[src/rtl/hs_npu_result_deskewer_if.sv]
// Result-side bus of the deskewer: staggered per-column results in,
// aligned rows out with a valid/ready handshake.
interface hs_npu_result_deskewer_if #(
   parameter int NUM_COLS   = 4,
   parameter int DATA_WIDTH = 32
);
   logic [NUM_COLS-1:0]            col_valid_in;
   logic [NUM_COLS*DATA_WIDTH-1:0] col_data_in;
   logic                           row_valid_out;
   logic [NUM_COLS*DATA_WIDTH-1:0] row_data_out;
   logic                           row_ready_in;

   modport master (
      output col_valid_in, col_data_in, row_ready_in,
      input  row_valid_out, row_data_out
   );

   modport slave (
      input  col_valid_in, col_data_in, row_ready_in,
      output row_valid_out, row_data_out
   );
endinterface

[src/rtl/hs_npu_result_deskewer.sv]
// Removes the one-cycle-per-lane skew from systolic-array results, buffers the
// aligned rows in a first-word-fall-through FIFO and reports completion.
module hs_npu_result_deskewer #(
   parameter int NUM_COLS   = 4,
   parameter int DATA_WIDTH = 32,
   parameter int FIFO_DEPTH = 4
) (
   input  logic                      clk,
   input  logic                      rst,
   input  logic                      start_in,
   input  logic [31:0]               rows_in,
   hs_npu_result_deskewer_if.slave   bus,
   output logic                      busy,
   output logic                      done,
   output logic                      overflow,
   output logic                      misalign
);
   localparam int RW = NUM_COLS * DATA_WIDTH;
   localparam int PW = $clog2(FIFO_DEPTH);
   localparam int CW = PW + 1;

   typedef enum logic [1:0] {
      ST_IDLE    = 2'd0,
      ST_COLLECT = 2'd1,
      ST_DRAIN   = 2'd2,
      ST_DONE    = 2'd3
   } state_t;

   state_t          state_q, state_d;
   logic [31:0]     rows_rem_q, rows_rem_d;
   logic            ovf_q, ovf_d;
   logic            mis_q, mis_d;
   logic [PW-1:0]   wr_ptr_q, wr_ptr_d;
   logic [PW-1:0]   rd_ptr_q, rd_ptr_d;
   logic [CW-1:0]   cnt_q, cnt_d;
   logic [RW-1:0]   mem_q [FIFO_DEPTH];

   logic [NUM_COLS-1:0] dly_valid_s;
   logic [RW-1:0]       dly_data_s;
   logic                aligned_s, partial_s, full_s, pop_s, push_s;

   // Column c is delayed by NUM_COLS-1-c stages so all lanes of a row meet.
   for (genvar c = 0; c < NUM_COLS; c++) begin : g_col
      localparam int DLY = NUM_COLS - 1 - c;
      if (DLY == 0) begin : g_pass
         assign dly_valid_s[c] = bus.col_valid_in[c];
         assign dly_data_s[c*DATA_WIDTH +: DATA_WIDTH] = bus.col_data_in[c*DATA_WIDTH +: DATA_WIDTH];
      end else begin : g_stage
         logic [DLY-1:0]                 v_q;
         logic [DLY-1:0][DATA_WIDTH-1:0] d_q;
         always_ff @(posedge clk) begin
            if (rst) begin
               v_q <= '0;
               d_q <= '0;
            end else begin
               v_q[0] <= bus.col_valid_in[c];
               d_q[0] <= bus.col_data_in[c*DATA_WIDTH +: DATA_WIDTH];
               for (int k = 1; k < DLY; k++) begin
                  v_q[k] <= v_q[k-1];
                  d_q[k] <= d_q[k-1];
               end
            end
         end
         assign dly_valid_s[c] = v_q[DLY-1];
         assign dly_data_s[c*DATA_WIDTH +: DATA_WIDTH] = d_q[DLY-1];
      end
   end

   assign aligned_s = &dly_valid_s;
   assign partial_s = (|dly_valid_s) & ~aligned_s;
   assign full_s    = (cnt_q == CW'(FIFO_DEPTH));
   assign pop_s     = (cnt_q != CW'(0)) && bus.row_ready_in;
   // A push at full is still accepted when a pop frees the head slot.
   assign push_s    = (state_q == ST_COLLECT) && aligned_s && (!full_s || pop_s);

   always_comb begin
      state_d    = state_q;
      rows_rem_d = rows_rem_q;
      ovf_d      = ovf_q;
      mis_d      = mis_q;
      wr_ptr_d   = push_s ? wr_ptr_q + PW'(1) : wr_ptr_q;
      rd_ptr_d   = pop_s  ? rd_ptr_q + PW'(1) : rd_ptr_q;
      case ({push_s, pop_s})
         2'b10:   cnt_d = cnt_q + CW'(1);
         2'b01:   cnt_d = cnt_q - CW'(1);
         default: cnt_d = cnt_q;
      endcase

      case (state_q)
         ST_IDLE: begin
            if (start_in) begin
               rows_rem_d = rows_in;
               ovf_d      = 1'b0;
               mis_d      = 1'b0;
               state_d    = (rows_in == 32'd0) ? ST_DONE : ST_COLLECT;
            end else begin
               state_d = ST_IDLE;
            end
         end
         ST_COLLECT: begin
            if (partial_s) begin
               mis_d = 1'b1;
            end else begin
               mis_d = mis_q;
            end
            // Dropped rows still count so the collection always terminates.
            if (aligned_s) begin
               rows_rem_d = rows_rem_q - 32'd1;
               if (!push_s) begin
                  ovf_d = 1'b1;
               end else begin
                  ovf_d = ovf_q;
               end
               if (rows_rem_q == 32'd1) begin
                  state_d = ST_DRAIN;
               end else begin
                  state_d = ST_COLLECT;
               end
            end else begin
               state_d = ST_COLLECT;
            end
         end
         ST_DRAIN: begin
            if (cnt_d == CW'(0)) begin
               state_d = ST_DONE;
            end else begin
               state_d = ST_DRAIN;
            end
         end
         ST_DONE: state_d = ST_IDLE;
         default: state_d = ST_IDLE;
      endcase
   end

   always_ff @(posedge clk) begin
      if (rst) begin
         state_q    <= ST_IDLE;
         rows_rem_q <= 32'd0;
         ovf_q      <= 1'b0;
         mis_q      <= 1'b0;
         wr_ptr_q   <= '0;
         rd_ptr_q   <= '0;
         cnt_q      <= '0;
      end else begin
         state_q    <= state_d;
         rows_rem_q <= rows_rem_d;
         ovf_q      <= ovf_d;
         mis_q      <= mis_d;
         wr_ptr_q   <= wr_ptr_d;
         rd_ptr_q   <= rd_ptr_d;
         cnt_q      <= cnt_d;
      end
   end

   always_ff @(posedge clk) begin
      if (push_s) begin
         mem_q[wr_ptr_q] <= dly_data_s;
      end
   end

   assign bus.row_valid_out = (cnt_q != CW'(0));
   assign bus.row_data_out  = (cnt_q != CW'(0)) ? mem_q[rd_ptr_q] : '0;
   assign busy              = (state_q != ST_IDLE);
   assign done              = (state_q == ST_DONE);
   assign overflow          = ovf_q;
   assign misalign          = mis_q;
endmodule
[src/flat_wrapper.sv]
// flat-port wrapper written by rule: the top's interface ports become plain ports
module hs_npu_result_deskewer_flat 
#(
   parameter int NUM_COLS   = 4,
   parameter int DATA_WIDTH = 32,
   parameter int FIFO_DEPTH = 4
)
  (clk, rst, start_in, rows_in, busy, done, overflow, misalign, bus_col_valid_in, bus_col_data_in, bus_row_ready_in, bus_row_valid_out, bus_row_data_out);
  hs_npu_result_deskewer_if #(.NUM_COLS(NUM_COLS), .DATA_WIDTH(DATA_WIDTH)) bus_i ();
  input  logic clk;
  input  logic rst;
  input  logic start_in;
  input  logic [31:0] rows_in;
  output logic busy;
  output logic done;
  output logic overflow;
  output logic misalign;
  input wire logic [$bits(bus_i.col_valid_in)-1:0] bus_col_valid_in;
  input wire logic [$bits(bus_i.col_data_in)-1:0] bus_col_data_in;
  input wire logic [$bits(bus_i.row_ready_in)-1:0] bus_row_ready_in;
  output wire logic [$bits(bus_i.row_valid_out)-1:0] bus_row_valid_out;
  output wire logic [$bits(bus_i.row_data_out)-1:0] bus_row_data_out;
  assign bus_i.col_valid_in = bus_col_valid_in;
  assign bus_i.col_data_in = bus_col_data_in;
  assign bus_i.row_ready_in = bus_row_ready_in;
  assign bus_row_valid_out = bus_i.row_valid_out;
  assign bus_row_data_out = bus_i.row_data_out;
  hs_npu_result_deskewer #(.NUM_COLS(NUM_COLS), .DATA_WIDTH(DATA_WIDTH), .FIFO_DEPTH(FIFO_DEPTH)) u_core (.clk(clk), .rst(rst), .start_in(start_in), .rows_in(rows_in), .bus(bus_i), .busy(busy), .done(done), .overflow(overflow), .misalign(misalign));
endmodule
[config.mk]
export PLATFORM = sky130hd
export DESIGN_NAME = hs_npu_result_deskewer_flat
export DESIGN_NICKNAME = d
export VERILOG_FILES = /design/src/rtl/hs_npu_result_deskewer_if.sv /design/src/rtl/hs_npu_result_deskewer.sv /design/src/flat_wrapper.sv
export SDC_FILE = /design/constraint.sdc
export NUM_CORES = 1
export LEC_CHECK = 0
export CORE_MARGIN = 2
export CORE_UTILIZATION = 47
export CTS_CLUSTER_SIZE = 28
export DETAILED_ROUTE_END_ITERATION = 7
export GPL_TIMING_DRIVEN = 0
export PLACE_DENSITY = 0.7
export SLEW_MARGIN = 30
export SYNTH_ARGS = -nofsm -noshare
export SYNTH_HDL_FRONTEND = slang
export SYNTH_SLANG_ARGS = --single-unit
[constraint.sdc]
create_clock -name clk -period 4.9 [get_ports clk]
set_input_delay 0.98 -clock clk [delete_from_list [all_inputs] [get_ports clk]]
set_output_delay 0.98 -clock clk [all_outputs]
set_load 0.01 [all_outputs]
Yosys cells after proc, flatten, opt, wreduce, memory -nomap -nowiden

Memory sizes are Yosys's and may differ from the RTL's. A register that Yosys moved wholly into a read port is not among the register bits.
Cells that the tools add are included.

Bits in writable memories: 512
Memories kept: 1
Output and inout bits: 133
Word-level logic and storage cells: 72
Flip-flop bits (word level): 241
Bits of input ports: 168

$add $sub $neg: 5
Equal/unequal tests: 11
Bitwise operators: 2
Reductions and logical operators: 16
Muxes and demuxes: 21

Memories:

| memory       | depth | bits a word | read ports | clocked after memory_dff | write ports | RTL line                     | source |
|---|---|---|---|---|---|---|---|
| u_core.mem_q | 4     | 128         | 1          | 1                        | 1           | hs_npu_result_deskewer.sv:36 | `logic [RW-1:0] mem_q [FIFO_DEPTH];` |

Operators with widths:

| kind                                                | number |
|---|---|
| 2-to-1 mux 128 bit                                  | 1 |
| 2-to-1 mux 32 bit                                   | 2 |
| case mux 32 bit (2 select lines)                    | 1 |
| == test 32 x 1 -> 1 bit (second input constant)     | 1 |
| zero test 32 bit                                    | 1 |
| subtractor 32 x 1 -> 32 bit (second input constant) | 1 |
| 2-to-1 mux 2 bit                                    | 6 |
| case mux 2 bit (4 select lines)                     | 1 |
| AND reduction 4 bit                                 | 2 |
| 2-to-1 mux 1 bit                                    | 7 |
| == test 2 bit (second input constant)               | 3 |
| case mux 3 bit (2 select lines)                     | 1 |
| AND reduction 3 bit                                 | 2 |
| adder 2 x 1 -> 2 bit (second input constant)        | 2 |
| == test 2 x 1 -> 1 bit (second input constant)      | 2 |
| != test 2 x 1 -> 1 bit (second input constant)      | 2 |
| != test 2 bit (second input constant)               | 2 |
| case mux 1 bit (2 select lines)                     | 2 |
| nonzero test 2 bit                                  | 2 |
| OR reduction 4 bit                                  | 1 |
| adder 3 x 1 -> 3 bit (second input constant)        | 1 |
| == test 3 bit (second input constant)               | 1 |
| logical AND 1 bit                                   | 3 |
| zero test 3 bit                                     | 1 |
| other kinds (7)                                     | 7 |

Depth between registers and ports, before layout

Word-level depth: 9
Depth in mapped cells: 9
Gate-level depth less buffers: 8

Worst setup path after synthesis

Ideal clock, no wire load.

Path type: input port to flip-flop
Start point: input bus_col_valid_in[3]
End point: memory u_core.mem_q[1][0] (netlist bit) (enable)
Setup time: 502 ps
Path buffers: 1
Slack: -377 ps
Arrival: 4775 ps
Required time: 4398 ps
Cell stages on the path: 5
Cells stage by stage: and4_1 nand2_1 clkbuf_1 nor2_1 and2_1

Longest elaborated chain between the ends: 5

Ends and longest elaborated chain:

| item                                   | RTL line                      | source |
|---|---|---|
| start: declaration                     | flat_wrapper.sv:18            | `input wire logic [$bits(bus_i.col_valid_in)-1:0] bus_col_valid_in;` |
| AND reduction 4 bit                    | hs_npu_result_deskewer.sv:69  | `assign aligned_s = &dly_valid_s;` |
| logical AND 1 bit (2 in series)        | hs_npu_result_deskewer.sv:74  | `assign push_s = (state_q == ST_COLLECT) && aligned_s && (!full_s \|\| pop_s);` |
| 2-to-1 mux 1 bit                       | hs_npu_result_deskewer.sv:156 | `if (push_s) begin` |
| 2-to-1 mux 1 bit (not written as such) | hs_npu_result_deskewer.sv:157 | `mem_q[wr_ptr_q] <= dly_data_s;` |
| end: declaration                       | hs_npu_result_deskewer.sv:36  |  |

No other way between the ends.

==> metrics <==
class of the most critical hold timing path=reg -> reg; overflow left after global routing=0; worst-case clock skew=between 20 and 25 ps; Core Rows=a little under 90; first-pass iteration count of the detailed router=5; area overhead of the layout relative to synthesis=24.9%; PnR Total Power=13.2 mW; EDFF count, synth=about 500; vertical die dimension=roughly 250 µm; global-route wire length before repair=between 90000 and 100000 µm; area taken by multi-input logic gates=between 6000 and 7000 µm²; nets@finish=2171; Cells after Synth=approximately 1600; maximum operating frequency=~230 MHz; cell type with the largest total area after synthesis=sky130_fd_sc_hd__edfxtp_1; Post-DP HPWL=40500 µm; worst IR drop on VDD=between 0.0002 and 0.00025 V; Total GRT Usage=0.202; Hold-fix buffers, CTS=0; clock sink count=about 760; ys flop type=sky130_fd_sc_hd__edfxtp_1; clock tree from TritonCTS=yes; Synth warnings=0; share of the synthesized area in the top cell type=0.561; Critical Path, Cell by Cell=clkbuf_1, clkbuf_1, mux4_2, and2_1, clkdlybuf4s50_1; Antenna Nets Post-Route=0; Die Wd=around 250 µm; nature of the critical path startpoint=flip-flop; synthesized netlist net count=between 1500 and 2000; source-to-sink clock delay at the later pin of the worst-skew pair=roughly 600 ps; relative contribution of combinational cells to total power=0.038; net switching power of the design=2.64 mW; die area=60200 µm²; sequential share of the synthesized area=0.739; Post-route DRC=0; Synth top cells by count=sky130_fd_sc_hd__edfxtp_1, sky130_fd_sc_hd__dfxtp_1, sky130_fd_sc_hd__nor2b_1, sky130_fd_sc_hd__and2_1, sky130_fd_sc_hd__mux4_2; fin crit share=0.890; run status=finished, final reports clean; worst path buffer plus inverter count=3; area of the placeable core=slightly below 60000 µm²; Via density=5.32; total of max-cap violations=0; wire length on met2=29700 µm; routed wire length=slightly above 60000 µm; headroom to the max-slew limit=0.371; Final Hold Violating Endpoints=0; Buffers on Ports=300; final standard cell area without fillers=34200 µm²; unrepaired setup endpoints after global routing=no; clock tree buffer depth=3; number of synthesized register bits=about 760; pin count of the biggest net entering global routing=40; delay of the slowest cell on the worst path=approximately 710 ps; cell type with the highest occurrence count on the critical path=sky130_fd_sc_hd__clkbuf_1; share of cells above drive strength 1=0.137; total power divided by cell area=387 nW/µm²; Worst Tran Pin Value=~940 ps; number of instances resized during post-cts repair=0; final number of max-transition violations=0; placement-stage cell area=around 32000 µm²; DR top layer=met5; Area contributors post-synth=sky130_fd_sc_hd__edfxtp_1, sky130_fd_sc_hd__dfxtp_1, sky130_fd_sc_hd__mux4_2, sky130_fd_sc_hd__nor2b_1, sky130_fd_sc_hd__and2_1; time the final worst path needs with I/O delays and setup=4360 ps; register clock-pin slew on the reported worst setup and hold paths=~60 ps; portion of total power attributed to the clock network=0.438; share of flip-flops with an asynchronous set or reset after synthesis=0; Final Wtd Congestion=~0.89; area of the mapped netlist=between 20000 and 30000 µm²; met1 WL=about 26000 µm; initial antenna violation count=5; total leakage power=roughly 11 nW; net switching share of the total power=0.199; required time of the critical path=slightly below 4000 ps; maximum fanout count along the critical path=10; CTS H-tree lvls=3; number of failing setup endpoints in the final timing report=0; Filler Cell Count=4385; Met3 Routed Length=4100 µm; IO Count=301; leading cell type by number of instances after synthesis=sky130_fd_sc_hd__edfxtp_1; Initial Util=0.475; portion of total power attributed to sequential cells=0.525; slowest stage cell on the critical path=sky130_fd_sc_hd__clkbuf_1; number of setup buffers added after CTS=0; wire per inst=21.6 µm; number of global-route vias before repair=around 15000; internal power of the cells=10.6 mW; Unique masters post-synth=between 60 and 70; kind of capture point of the worst setup path=output pin; total CTS buffers=between 70 and 80; arrival time at the worst endpoint=around 3400 ps; setup TNS=0 ps; root buffer cell=sky130_fd_sc_hd__clkbuf_16; CP delay by family, top=buffers and inverters; critical path start-end classification=reg -> out; Via Count=approximately 15000; Synth Area per Inst=~17 µm²; area occupied by registers=between 20000 and 25000 µm²; number of violations reported at the end of detailed-routing iteration 0=roughly 1000
==> placed cells by master, fill, tap and decap left out, types with 8 or more instances in the layout <==
| cell | synthesis | final |
|---|---|---|
| sky130_fd_sc_hd__edfxtp_1 | 512 | 512 |
| sky130_fd_sc_hd__clkdlybuf4s50_1 | 0 | 300 |
| sky130_fd_sc_hd__dfxtp_1 | 243 | 243 |
| sky130_fd_sc_hd__nor2b_1 | 200 | 200 |
| sky130_fd_sc_hd__and2_1 | 137 | 133 |
| sky130_fd_sc_hd__mux4_2 | 128 | 128 |
| sky130_fd_sc_hd__clkbuf_1 | 75 | 94 |
| sky130_fd_sc_hd__clkbuf_16 | 0 | 79 |
| sky130_fd_sc_hd__nand2_1 | 38 | 38 |
| sky130_fd_sc_hd__nor2_1 | 32 | 32 |
| sky130_fd_sc_hd__o21ai_0 | 26 | 26 |
| sky130_fd_sc_hd__a21oi_1 | 24 | 24 |
| sky130_fd_sc_hd__nand3_1 | 15 | 15 |
| sky130_fd_sc_hd__nor4_1 | 13 | 13 |
| sky130_fd_sc_hd__nor3_1 | 13 | 13 |
| sky130_fd_sc_hd__nand4_1 | 11 | 11 |
| sky130_fd_sc_hd__buf_12 | 0 | 11 |
| sky130_fd_sc_hd__clkbuf_2 | 0 | 10 |
| sky130_fd_sc_hd__clkbuf_8 | 0 | 10 |
| sky130_fd_sc_hd__inv_1 | 9 | 9 |
| sky130_fd_sc_hd__a31oi_1 | 9 | 9 |
| sky130_fd_sc_hd__clkinv_2 | 0 | 8 |
==> worst reg2reg max path, stage by stage, from the launching register on <==
cell and delay [ps]:
sky130_fd_sc_hd__dfxtp_1 450, sky130_fd_sc_hd__or3_1 140, sky130_fd_sc_hd__clkbuf_1 300, sky130_fd_sc_hd__clkbuf_1 490, sky130_fd_sc_hd__nand3_1 160, sky130_fd_sc_hd__fa_1 420
sky130_fd_sc_hd__or4_1 550, sky130_fd_sc_hd__o21a_1 130, sky130_fd_sc_hd__o211ai_1 210, sky130_fd_sc_hd__o2bb2ai_1 100
==> sequential cells by signal, indices dropped and copies added, names as in the netlist, 2 cells and up, named ones only <==
signal                    count
u_core.rows_rem_q            32
u_core.mem_q                512
u_core.state_q                2
u_core.g_col.g_stage.v_q      6
u_core.rd_ptr_q               2
u_core.dly_data_s            64
u_core.g_col.g_stage.d_q    128
u_core.wr_ptr_q               2
u_core.cnt_q                  3
==> power by group through the flow <==
| stage | clock (mW) | sequential, mW | combinational, mW |
|---|---|---|---|
| global route | 6.13 | 6.95 | 0.538 |
| floorplan | 0 | 7.05 | 0.239 |
| finish | 5.79 | 6.94 | 0.499 |
| CTS | 5.90 | 6.94 | 0.497 |
| global placement | 0 | 7.07 | 0.492 |
| detailed placement | 0 | 7.07 | 0.493 |
==> metal layers <==
layer / track usage / vias to the layer above
li1: - / 6837
met1: 0.280 / 7596
met2: 0.329 / 495
met3: 0.0349 / 76
met4: 0.0619 / 6
met5: 0 / -
==> per-stage QoR <==
step | hold slack, ps | utilization | setup WS, ps | std cells
final | 433 | 0.593 | 539 | 2823
after global routing | 450 | 0.593 | 358 | 2823
after CTS | 431 | 0.592 | 362 | 2822
after detailed placement | 421 | 0.549 | 640 | 2685
after global placement | 417 | 0.543 | -1250 | 2670
after floorplan | 414 | - | 1030 | 1605
==> logic make-up after synthesis <==
family,Yosys count,share of synthesized area
AND/OR/NAND/NOR,491,0.107
buffers and inverters,100,0.0142
multiplexers,132,0.107
adder cells (fa/ha/maj),7,0.00347
flip-flops,755,0.739
AO/OA/AOI/OAI,115,0.0276
XOR/XNOR,5,0.00160
==> area by class of cell <==
class / instances / area share
Antenna cell: 1 / 0.0000732
Buffer: 90 / 0.0106
Clock buffer: 111 / 0.0643
Clock inverter: 26 / 0.00918
Inverter: 10 / 0.00110
Multi-Input combinational cell: 750 / 0.198
Sequential cell: 755 / 0.592
Tap cell: 765 / 0.0280
Timing Repair Buffer: 315 / 0.0970
==> worst paths after layout <==
| path | cells after the start | startpoint | end | slack, ps |
|---|---|---|---|---|
| min | 1 | u_core.g_col[0].g_stage.d_q[15] | u_core.g_col[0].g_stage.d_q[47] | 430 |
| max | 5 | flip-flop | bus_row_data_out[54] | 540 |
| max reg2reg | 9 | u_core.cnt_q[2] | u_core.state_q[0] | 1820 |
| min reg2reg | 1 | u_core.g_col[0].g_stage.d_q[15] | u_core.g_col[0].g_stage.d_q[47] | 430 |
Power figures use the tool's default switching activity.
